<file path="config.mk">
export PLATFORM = sky130hd
export DESIGN_NAME = store_pack_buffer
export DESIGN_NICKNAME = d
export VERILOG_FILES = /design/src/rtl/store_pack_buffer.sv
export SDC_FILE = /design/constraint.sdc
export NUM_CORES = 1
export LEC_CHECK = 0
export BUFFER_PORTS_ARGS = -buffer_cell sky130_fd_sc_hd__buf_4
export CELL_PAD_IN_SITES_DETAIL_PLACEMENT = 2
export CELL_PAD_IN_SITES_GLOBAL_PLACEMENT = 2
export CORE_UTILIZATION = 35
export DETAILED_ROUTE_END_ITERATION = 10
export PLACE_DENSITY = 0.85
export SLEW_MARGIN = 15
export SYNTH_ARGS = -nofsm -noshare
export SYNTH_HDL_FRONTEND = slang
export SYNTH_SLANG_ARGS = --single-unit
</file>
<file path="constraint.sdc">
create_clock -name clk -period 2.08 [get_ports clk]
set_clock_uncertainty 0.15 [all_clocks]
set_input_delay 0.104 -clock clk [delete_from_list [all_inputs] [get_ports clk]]
set_output_delay 0.104 -clock clk [all_outputs]
set_load 0.01 [all_outputs]
</file>
<file path="src/rtl/store_pack_buffer.sv">
// store_pack_buffer: packs SB/SH/SW data into word writes with byte strobes, raises AdES on misaligned stores, and queues stores toward data memory (define STORE_FORWARD_EN for load-conflict detection)
module store_pack_buffer #(
  parameter int DEPTH = 2,
  parameter int AW    = 32
) (
  input  logic                     clk,
  input  logic                     resetn,
  input  logic                     st_valid,
  output logic                     st_ready,
  input  logic [5:0]               st_opcode,
  input  logic [AW-1:0]            st_addr,
  input  logic [31:0]              st_wdata,
  output logic                     st_ades,
  output logic [AW-1:0]            st_badvaddr,
  output logic                     mem_req,
  input  logic                     mem_ack,
  output logic [AW-1:0]            mem_addr,
  output logic [31:0]              mem_wdata,
  output logic [3:0]               mem_wstrb,
  output logic [$clog2(DEPTH):0]   buf_count,
  output logic                     buf_empty
`ifdef STORE_FORWARD_EN
  ,
  input  logic                     ld_valid,
  input  logic [AW-1:0]            ld_addr,
  output logic                     ld_conflict
`endif
);
  localparam int PW = $clog2(DEPTH);
  localparam logic [PW:0] FULL = (PW+1)'(DEPTH);
  logic [PW-1:0] head_q, tail_q;
  logic [PW:0]   count_q;
  logic [AW-3:0] addr_q [DEPTH];
  logic [31:0]   data_q [DEPTH];
  logic [3:0]    strb_q [DEPTH];
  logic          ades_q;
  logic [AW-1:0] badv_q;
  logic          is_sb, is_sh, is_sw, mis, accept, push, pop;
  logic [31:0]   pk_data;
  logic [3:0]    pk_strb;
  // decode the opcode and replicate/steer the store data into its byte lanes
  always_comb begin
    is_sb   = st_opcode == 6'b101000;
    is_sh   = st_opcode == 6'b101001;
    is_sw   = st_opcode == 6'b101011;
    mis     = (is_sh & st_addr[0]) | (is_sw & |st_addr[1:0]);
    pk_data = is_sb ? {4{st_wdata[7:0]}} : is_sh ? {2{st_wdata[15:0]}} : st_wdata;
    pk_strb = is_sb ? 4'b0001 << st_addr[1:0] : is_sh ? (st_addr[1] ? 4'b1100 : 4'b0011) : 4'b1111;
    accept  = st_valid & st_ready;
    push    = accept & (is_sb | is_sh | is_sw) & ~mis;
    pop     = mem_req & mem_ack;
  end
  assign st_ready    = count_q != FULL;
  assign mem_req     = count_q != '0;
  assign buf_empty   = count_q == '0;
  assign buf_count   = count_q;
  assign mem_addr    = {addr_q[head_q], 2'b00};
  assign mem_wdata   = data_q[head_q];
  assign mem_wstrb   = strb_q[head_q];
  assign st_ades     = ades_q;
  assign st_badvaddr = badv_q;
  // circular FIFO: write at tail on push, advance head on pop
  always_ff @(posedge clk or negedge resetn) begin
    if (!resetn) begin
      head_q  <= '0;
      tail_q  <= '0;
      count_q <= '0;
      for (int i = 0; i < DEPTH; i++) begin
        addr_q[i] <= '0;
        data_q[i] <= '0;
        strb_q[i] <= '0;
      end
    end else begin
      if (push) begin
        addr_q[tail_q] <= st_addr[AW-1:2];
        data_q[tail_q] <= pk_data;
        strb_q[tail_q] <= pk_strb;
        tail_q         <= tail_q + PW'(1);
      end
      if (pop) head_q <= head_q + PW'(1);
      count_q <= count_q + {{PW{1'b0}}, push} - {{PW{1'b0}}, pop};
    end
  end
  // one-cycle AdES pulse; the faulting address is held until the next fault
  always_ff @(posedge clk or negedge resetn) begin
    if (!resetn) begin
      ades_q <= 1'b0;
      badv_q <= '0;
    end else begin
      ades_q <= accept & mis;
      if (accept & mis) badv_q <= st_addr;
    end
  end
`ifdef STORE_FORWARD_EN
  logic [DEPTH-1:0] valid_q;
  // per-entry occupancy, used only to qualify load address matches
  always_ff @(posedge clk or negedge resetn) begin
    if (!resetn) valid_q <= '0;
    else begin
      if (pop) valid_q[head_q] <= 1'b0;
      if (push) valid_q[tail_q] <= 1'b1;
    end
  end
  // a load is treated as a full-word access, so any live strobe on the same word conflicts
  always_comb begin
    ld_conflict = ld_valid & push & (st_addr[AW-1:2] == ld_addr[AW-1:2]);
    for (int i = 0; i < DEPTH; i++)
      ld_conflict = ld_conflict | (ld_valid & valid_q[i] & (addr_q[i] == ld_addr[AW-1:2]) & |strb_q[i]);
  end
`endif
endmodule

</file>
Yosys cells after proc, flatten, opt, wreduce, memory -nomap -nowiden
Index checks and enable logic that the tools add are counted.
{ "totals": {"mem_bits_ro": 0, "latch_bits": 0, "memories": 0, "output_inout_bits": 106, "input_bits": 74, "mem_bits_rw": 0, "reg_bits": 169, "wordCells": 63} }
{ "classes": {"add_sub_neg": 4, "n_eq_ne": 4, "bitwise_logic": 13, "n_mux": 23, "reduce_logical": 4, "order_cmp": 3, "n_shift": 1, "div": 0, "mul": 0} }
{ "op_table": {"columns": ["op", "count"], "rows": [
  ["$mux 32", 6],
  ["$mux 30", 4],
  ["$bwmux 64", 1],
  ["$bwmux 60", 1],
  ["$demux 32 s1", 1],
  ["$demux 30 s1", 1],
  ["$mux 4", 7],
  ["$eq 6x6->1 const B", 3],
  ["$bwmux 8", 1],
  ["$and 1x1->1", 7],
  ["$demux 4 s1", 1],
  ["$ge 2x2->1 const B", 2],
  ["$not 1->2", 2],
  ["$shl 1x2->4 const A", 1],
  ["$or 1x1->1", 3],
  ["$add 1x1->1 const B", 2],
  ["$add 2x1->2", 1],
  ["$logic_not 2->1", 1],
  ["$lt 2x1->1 const B", 1],
  ["$ne 2x2->1 const B", 1],
  ["$reduce_bool 2->1", 1],
  ["$reduce_or 2->1", 1],
  ["$sub 2x1->2", 1],
  ["$logic_and 1x1->1", 1],
  ["$not 1->1", 1]
]} }

Logic depth before layout (Yosys ltp)
Gate-level depths: netlist of run 1.
{ "depth": {"ltp_word": 7, "depth_mapped": 8, "mapped_depth_nobuf": 8} }

Worst setup path before layout of run 1
OpenSTA, ideal clock, no wires.
{ "synth_timing": {"kind": "register -> register", "start": "register count_q[0], in the netlist buf_count[0]", "end": "register count_q[1], in the netlist buf_count[1]", "t_required_ps": 1804, "t_arrival_ps": 1752, "path_stages_with_launch": 9, "setup_ps": 126, "period_less_slack_ps": 2029, "setup_slack_ps": 51, "n_path_buf": 0, "cell_sequence": "dfrtp_1 > nand2b_1 > nand3_2 > or2_2 > ha_1 > inv_1 > ha_1 > xnor2_1 > xnor2_1"} }
{ "synth_via": {"elab_chain_cells": 6, "word_cells_on_any_way": 8, "classes_between": "add/sub: 2; eq/ne: 1; bitwise: 4; reduce/logical: 1"} }
{ "synth_rtl": {"columns": ["item", "line_no", "rtl"], "rows": [
  ["from (decl)", "32", "logic [PW:0] count_q;"],
  ["from (signal assigned)", "81", "count_q <= count_q + {{PW{1'b0}}, push} - {{PW{1'b0}}, pop};"],
  ["$ne 2x2->1", "53", "assign st_ready = count_q != FULL;"],
  ["net st_ready", "9", "output logic st_ready,"],
  ["$and 1x1->1", "49", "accept = st_valid & st_ready;"],
  ["$and 1x1->1 (2 in series)", "50", "push = accept & (is_sb | is_sh | is_sw) & ~mis;"],
  ["$add 2x1->2", "81", null],
  ["$sub 2x1->2", "81", null]
]} }
The timed path passes the listed nets, and every way through them passes these cells.
A chain may end at the register's enable or synchronous reset.

Worst setup path after layout of run 1
{ "layout_timing": {"start": "register count_q[1], in the netlist buf_count[1]", "end": "register count_q[1], in the netlist buf_count[1]"} }
{ "layout_via": {"elab_chain_cells": 6, "word_cells_on_any_way": 8, "classes_between": "add/sub: 2; eq/ne: 1; bitwise: 4; reduce/logical: 1"} }
{ "layout_rtl": {"columns": ["item", "line_no"], "rows": [
  ["$ne 2x2->1", "53"],
  ["$and 1x1->1", "49"],
  ["$and 1x1->1 (2 in series)", "50"],
  ["$add 2x1->2", "81"],
  ["$sub 2x1->2 (*)", "81"]
]} }
Mark *: on every way between the ends. The rest lies on a longest branch, timed or not.

==> impl_results.md, run 1 <==
* Status: completed
* Hold Slack at a little under 0.09 ns
* Critical Path End Type: register
* Hold violation total from the final report at 0
* Residual DRC at 0
* CTS tree: yes
* Vias in the first global route at 6207
* FF-to-FF Start: buf_count[1]$_DFF_PN0_
* Filler Cell Count at ~2000
* RePlAce Congestion at between 0.7 and 0.8
* F_max at between 0.4 and 0.5 GHz
* Port Buffer Count at roughly 180
* Critical Path Source: buf_count[1]$_DFF_PN0_
* Slew Limit Fails at 0
* Synthesized area at between 7000 and 8000 um2
* CP Cell Sequence: nand2b_1 > nand3_4 > or2_4 > ha_4 > inv_2 > ha_4 > xnor2_2 > xnor2_1
* Die W at between 150 and 200 um
* Nets at 829
* Clk_lat worst skew at between 0.4 and 0.5 ns
* Crit path max-delay family: simple AND/OR/NAND/NOR gates
* Drt total wl at 25300 um
* Die height at roughly 150 um
* Via count at 5138
* # setup viols final at 0
* Met2 Use GR at 0.438
* Post-synthesis register bit count at about 170
* Largest stage delay on the critical path at roughly 0.43 ns
* Data required, critical path at around 2.3 ns
* # clock sinks at roughly 170
* CP Launch Type: register
* Area grow syn2layout at 41.1%
* Final instance area at between 10000 and 15000 um2
* Hold WC Path Type: in2async
* Synth area leaders: dfrtp_1 55%, mux2_2 32%, mux2_4 7.8%, buf_6 0.73%, buf_2 0.58%
* Grt total ovfl at 0
* Layout cell share with drive strength beyond 1 at 0.664
* Met3 Usage GRT at 0.0591
* Arr. time, crit path at around 2.3 ns
* Antenna cells at 0
* Worst path slowest cell: dfrtp_1
* Grt peak-use layer: met2
* Root Driver: clkbuf_16
* Static Leak at approximately 5.5 nW
* Via density per instance at approximately 5
* Initial Util at 0.355
* Htree depth at 4
* Pin count of the biggest net entering global routing at 61
* Post-route ant nets at 0
* Placement row count at 54
* Mapped Cells at around 490
* Avg Cell Area, Syn at approximately 16 um2
* First-pass GRT wire length at 37700 um
* DP HPWL at between 15000 and 20000 um
* Clock-pin slew on the worst setup and hold paths at roughly 0.070 ns
* Crit path top cell by count: ha_4
* Sequential fraction of the synthesis area at 0.547
* Num ports at 180
* Cell accounting for the most synthesized area: dfrtp_1
* CTS Buf Count at 17
* Sum Neg Setup Slack at 0 ns
* P per Cell Area at 1100 nW/um2
* WL/cell at approximately 24 um
* Clock tree buffer depth at 2
* Core area at 21800 um2
* Met1 usage at 0.237
* Maximum vdd drop at roughly 0.53 mV
* Die area at 22700 um2
* Antenna violations before repair at 0
* Worst Path Max Fanout at 4
* Period utilisation layout at 0.998
* Initial drt markers at roughly 120
* Crit path buf inv count at 1
* Min Tclk post-route at 2.08 ns
* GRT Util Overall at 0.229
* # Max-Cap Violations at 0
* Synth unique cells at 31
* DP Area at approximately 9500 um2
* Synth top area share at 0.547
* Pre-Repair DR Iteration Count at 4
* Kind of critical path: reg2reg
* Yosys Warn Count at 0
[worst reg2reg max path, delay by kind of cell (launching register included)]
family | cells | cell delay, ns
and+or+nand+nor | 3 | 0.59
adders and majority gates | 2 | 0.43
DFF | 1 | 0.43
xor gates and xnor gates | 2 | 0.34
buffers and inverters | 1 | 0.04
[final timing paths]
| check | depth (start not counted) | slack, ns | end |
|---|---|---|---|
| worst max-delay path | 8 | 0.004 | buf_count[1]$_DFF_PN0_ |
| worst max register to register | 8 | 0.004 | buf_count[1]$_DFF_PN0_ |
| min in group clk | 5 | 0.10 | strb_q[2]$_DFFE_PN0P_ |
| worst min register to register | 1 | 0.35 | data_q[15]$_DFFE_PN0P_ |
| worst min-delay path | 3 | 0.09 | addr_q[22]$_DFFE_PN0P_ |
| max in group asynchronous | 3 | 1.31 | data_q[56]$_DFFE_PN0P_ |
[sequential cells by signal, indices dropped and copies added (netlist names)]
register     cells
tail_q           1
data_q          64
strb_q           8
st_ades          1
head_q           1
addr_q          60
st_badvaddr     32
buf_count        2
[power breakdown]
| group | internal (mW) | switching, mW | leakage, nW |
|---|---|---|---|
| Combinational | 2.35 | 1.79 | 2.93 |
| Sequential | 4.08 | 0.508 | 2.26 |
| Clock | 1.80 | 1.44 | 0.282 |
[through the flow]
step | std cells | setup slack (ns) | utilization | power [mW]
6_report | 1046 | 0.00369 | 0.502 | 12.0
5_1_grt | 1046 | -0.0756 | 0.502 | 12.5
4_1_cts | 1044 | 0.0183 | 0.499 | 11.9
3_5_place_dp | 941 | -0.0321 | 0.439 | 8.44
3_3_place_gp | 941 | 0.0896 | 0.439 | 8.14
2_1_floorplan | 492 | 0.0515 | - | 6.51
[cells in the final DEF, fill, tap and decap left out, types with 2 or more instances in the layout]
master / count
bufinv_16: 2
nand2b_1: 3
clkinvlp_4: 3
mux2_2: 222
dfrtp_1: 168
buf_4: 192
buf_12: 11
xnor2_1: 2
inv_1: 2
or2_4: 2
inv_8: 2
ha_4: 2
clkbuf_16: 17
mux2_4: 40
clkinv_4: 2
inv_6: 4
dlygate4sd3_1: 67
conb_1: 2
[synth_stat cells]
library cell,instances
a21boi_0,1
a21oi_1,1
a22o_1,1
a2bb2oi_1,1
and2_1,1
and4bb_2,1
buf_1,3
buf_2,9
buf_4,6
buf_6,5
clkbuf_1,6
conb_1,1
dfrtp_1,169
ha_1,2
inv_1,3
mux2_2,222
mux2_4,40
nand2_1,1
nand2b_1,3
nand3_1,1
nand3_2,1
nor2_1,1
nor2b_1,1
nor3_1,1
nor3b_2,1
o21a_1,1
o22a_1,1
or2_2,2
or3_1,1
xnor2_1,3
xor2_1,1
[layer usage]
layer / vias to the layer above / wire, um / share of wire
met2: 150 / 13900 / 0.55
met1: 2674 / 9590 / 0.38
met4: 0 / 555 / 0.022
li1: 2281 / - / -
met3: 33 / 1250 / 0.049
met5: - / 0 / 0
[layout make-up]
type,instances,area [um2],share of cell area
Clock buffer,18,429,0.0393
Clock inverter,14,163,0.0149
Inverter,3,11.3,0.00103
Multi-Input combinational cell,291,3380,0.310
Sequential cell,169,4230,0.388
Tap cell,280,350,0.0321
Timing Repair Buffer,271,2340,0.215
[logic make-up (layout without fill, tap and decap cells)]
kind of cell / count (synthesis) / count (layout) / synth area share
other: 1 / 2 / 0.000485
xor gates and xnor gates: 4 / 4 / 0.00453
buffers and inverters: 32 / 306 / 0.0248
DFF: 169 / 169 / 0.547
muxes: 262 / 262 / 0.401
AOI/OAI and AO/OA: 6 / 6 / 0.00599
and+or+nand+nor: 15 / 15 / 0.0133
adders and majority gates: 2 / 2 / 0.00324
[timing repair]
action,CTS,global route
buffers inserted,3,2
hold buffers,68,0
gates resized for setup,1,8
pin swaps,1,3
hold endpoints to repair,327,0
cloned,0,0
setup endpoints to repair,1,67
No activity file was read; power rests on OpenSTA's default activity.
==> run 2, diff against run 1 <==
--- a/config.mk
+++ b/config.mk
@@ -10,7 +10,9 @@
 export CELL_PAD_IN_SITES_GLOBAL_PLACEMENT = 2
 export CORE_UTILIZATION = 35
 export DETAILED_ROUTE_END_ITERATION = 10
+export GPL_TIMING_DRIVEN = 0
 export PLACE_DENSITY = 0.85
+export SETUP_SLACK_MARGIN = 0.2
 export SLEW_MARGIN = 15
 export SYNTH_ARGS = -nofsm -noshare
 export SYNTH_HDL_FRONTEND = slang
==> run 2 against run 1 <==
Sequential share of layout area is 4.6 points lower. Cell count is 4.9% higher. Highest routed layer unchanged. Critical endpoint is now mem_wstrb[2]. Register-to-register slack better by 0.05 ns. Global-route usage is 3.1 points higher.
==> impl_results.md, run 2 (same netlist as run 1, synthesis figures left out) <==
* Status: completed
* Max FFs per register at 64 (unchanged)
* Root Driver: clkbuf_16
* Commonest non-fill, non-tap cell in the layout: dfrtp_1
* FF-to-FF path depth at 8 (unchanged)
* Die area at 22700 um2 (unchanged)
* F_max at 0.482 GHz (about the same)
* Kind of critical path: reg2out
* Core area at 21800 um2 (unchanged)
* Via count at 5523 (+7.5%)
* Initial Util at 0.355 (unchanged)
* CTS Buf Count at 17 (unchanged)
* CP Cell Sequence: clkbuf_16 > clkbuf_16 > mux2_4 > buf_6
* Num ports at 180 (unchanged)
* Placed insts at 950 (+0.96%)
* Reg with most FFs: data_q
* Worst flop-to-flop path endpoint: buf_count[1]$_DFF_PN0_
* GRT Util Overall at 0.260 (+0.0309)
* Min Tclk post-route at 2.07 ns (-0.00133 ns)
* Hold violation total from the final report at 0 (unchanged)
* Clock-pin slew on the worst setup and hold paths at 0.08 ns (about the same)
* Die W at 151 um (unchanged)
* Port Buffer Count at 177 (unchanged)
* Hold WC Path Type: in2async
* FF-to-FF setup slack at 0.05 ns (+0.05 ns)
* Worst-Margin Slew at 0.758 ns
* Final core utilization at 0.570 (+0.0682)
* Most frequent cells in the layout: 167 x dfrtp_1, 146 x buf_4, 134 x mux2_4
* Non-filler cells, final at 1097 (+4.9%)
* Crit path top cell by count: clkbuf_16
* Post-route ant nets at 0 (unchanged)
* Worst Path Max Fanout at 5 (+1)
* DP Area at 9480 um2 (-0.63%)
* Antenna violations before repair at 1 (+1)
* Residual DRC at 0 (unchanged)
* Placement row count at 54 (unchanged)
* Slew Limit Fails at 0 (unchanged)
* Pre-Repair DR Iteration Count at 4 (unchanged)
* Static Leak at 6.22 nW (+14%)
* Area grow syn2layout at 60.3%
* Grt total ovfl at 0 (unchanged)
* WL/cell at 29.5 um (+22%)
* Via density per instance at 5.03 (+2.5%)
* Drt total wl at 32400 um (+28%)
* Crit path buf inv count at 3 (+2)
* Critical Path End Type: output pin
* Nets at 879 (+6.0%)
* Final instance area at 12400 um2 (+14%)
* Largest stage delay on the critical path at 0.51 ns (+0.08 ns)
* Vias in the first global route at 6638 (+6.9%)
* Layout cell share with drive strength beyond 1 at 0.689 (+0.0242)
* Period utilisation layout at 0.998 (about the same)
* # Max-Cap Violations at 0 (unchanged)
* Arr. time, crit path at 1.82 ns (-0.44 ns)
* RePlAce Congestion at 0.803 (+3.5%)
* Maximum vdd drop at 0.628 mV (+18%)
* CP Launch Type: register
* CTS tree: yes
* DP HPWL at 15700 um (+3.5%)
* Clock tree buffer depth at 2 (unchanged)
* Die height at 151 um (unchanged)
* # clock sinks at 169 (unchanged)
* Filler Cell Count at 1876 (-6.6%)
* Worst path slowest cell: dfrtp_2
* Pin count of the biggest net entering global routing at 109 (+79%)
* Data required, critical path at 1.83 ns (-0.43 ns)
* P per Cell Area at 1130 nW/um2 (+3.0%)
* Crit path max-delay family: buffers and inverters
* Initial drt markers at 156 (+31%)
* Slew HR at 0.494
* FF-to-FF Start: buf_count[1]$_DFF_PN0_
* First-pass GRT wire length at 42100 um (+12%)
* # setup viols final at 0 (unchanged)
* Htree depth at 4 (unchanged)
* Unrepaired setup endpoints after global routing: yes
* Clk_lat worst skew at 0.44 ns (about the same)
-- run 2: cell types whose count changed in the layout (fill, tap and decap cells not counted), moves of 2 or more --
cell	delta
mux2_2	-94
mux2_4	+94
buf_6	+59
buf_4	-46
clkbuf_16	+14
buf_8	+10
buf_12	+5
buf_16	+5
clkinvlp_4	-3
inv_8	+3
clkinv_8	+2
-- run 2: report_power, final --
part | internal (mW) | switching [mW]
sequential | 4.08 | 0.623
combinational | 3.48 | 2.33
clock | 1.85 | 1.63
total | 9.41 | 4.58
-- run 2: stage by stage --
stage | hold slack, ns | worst slack (ns) | power [mW] | setup TNS, ns
floorplan | -0.342 | 0.172 | 6.54 | 0
finish | 0.0485 | 0.00501 | 14.0 | 0
global placement | 0.203 | -0.411 | 8.16 | -61.56
global route | 0.0751 | -0.000218 | 14.4 | -0.000218
detailed placement | -0.0755 | -0.500 | 8.43 | -47.37
CTS | 0.00594 | 0.0971 | 13.0 | 0
-- run 2: repair_timing --
item                                    in CTS  in global routing
resized for setup                          149                110
cloned                                       8                  8
setup buffers                               24                  7
pin swaps                                    5                  4
endpoints found under the hold margin      256                  0
endpoints found under the setup margin     210                228
hold buffers                                67                  0
-- run 2: layer usage --
| metal | part of all wire | up-vias | global-route usage |
|---|---|---|---|
| met3 | 0.039 | 44 | 0.0506 |
| met5 | 0 | - | 0 |
| met4 | 0.025 | 0 | 0.0995 |
| met2 | 0.57 | 175 | 0.501 |
| met1 | 0.37 | 2922 | 0.276 |
| li1 | - | 2382 | - |
-- run 2: worst max path at each step --
stage	startpoint	end	cells after the start
2_1_floorplan	buf_count[0]$_DFF_PN0_	addr_q[0]$_DFFE_PN0P_	6
5_1_grt	head_q$_DFFE_PN0P_	mem_wstrb[2]	4
6_report	head_q$_DFFE_PN0P_	mem_wstrb[2]	4
4_1_cts	head_q$_DFFE_PN0P_	mem_wdata[1]	4
3_3_place_gp	head_q$_DFFE_PN0P_	mem_wstrb[0]	4
3_5_place_dp	st_opcode[4]	data_q[44]$_DFFE_PN0P_	7
-- run 2: final cells by class --
cell class | count | area, um2 | area share
flip-flops and latches | 169 | 4230 | 0.341
clock inverters | 15 | 201 | 0.0163
well taps | 280 | 350 | 0.0283
diodes | 1 | 2.50 | 0.000202
plain buffers | 29 | 489 | 0.0395
clock buffers | 17 | 425 | 0.0343
multi-input cells | 291 | 3760 | 0.303
repair buffers | 292 | 2930 | 0.236
inverters | 3 | 11.3 | 0.000908
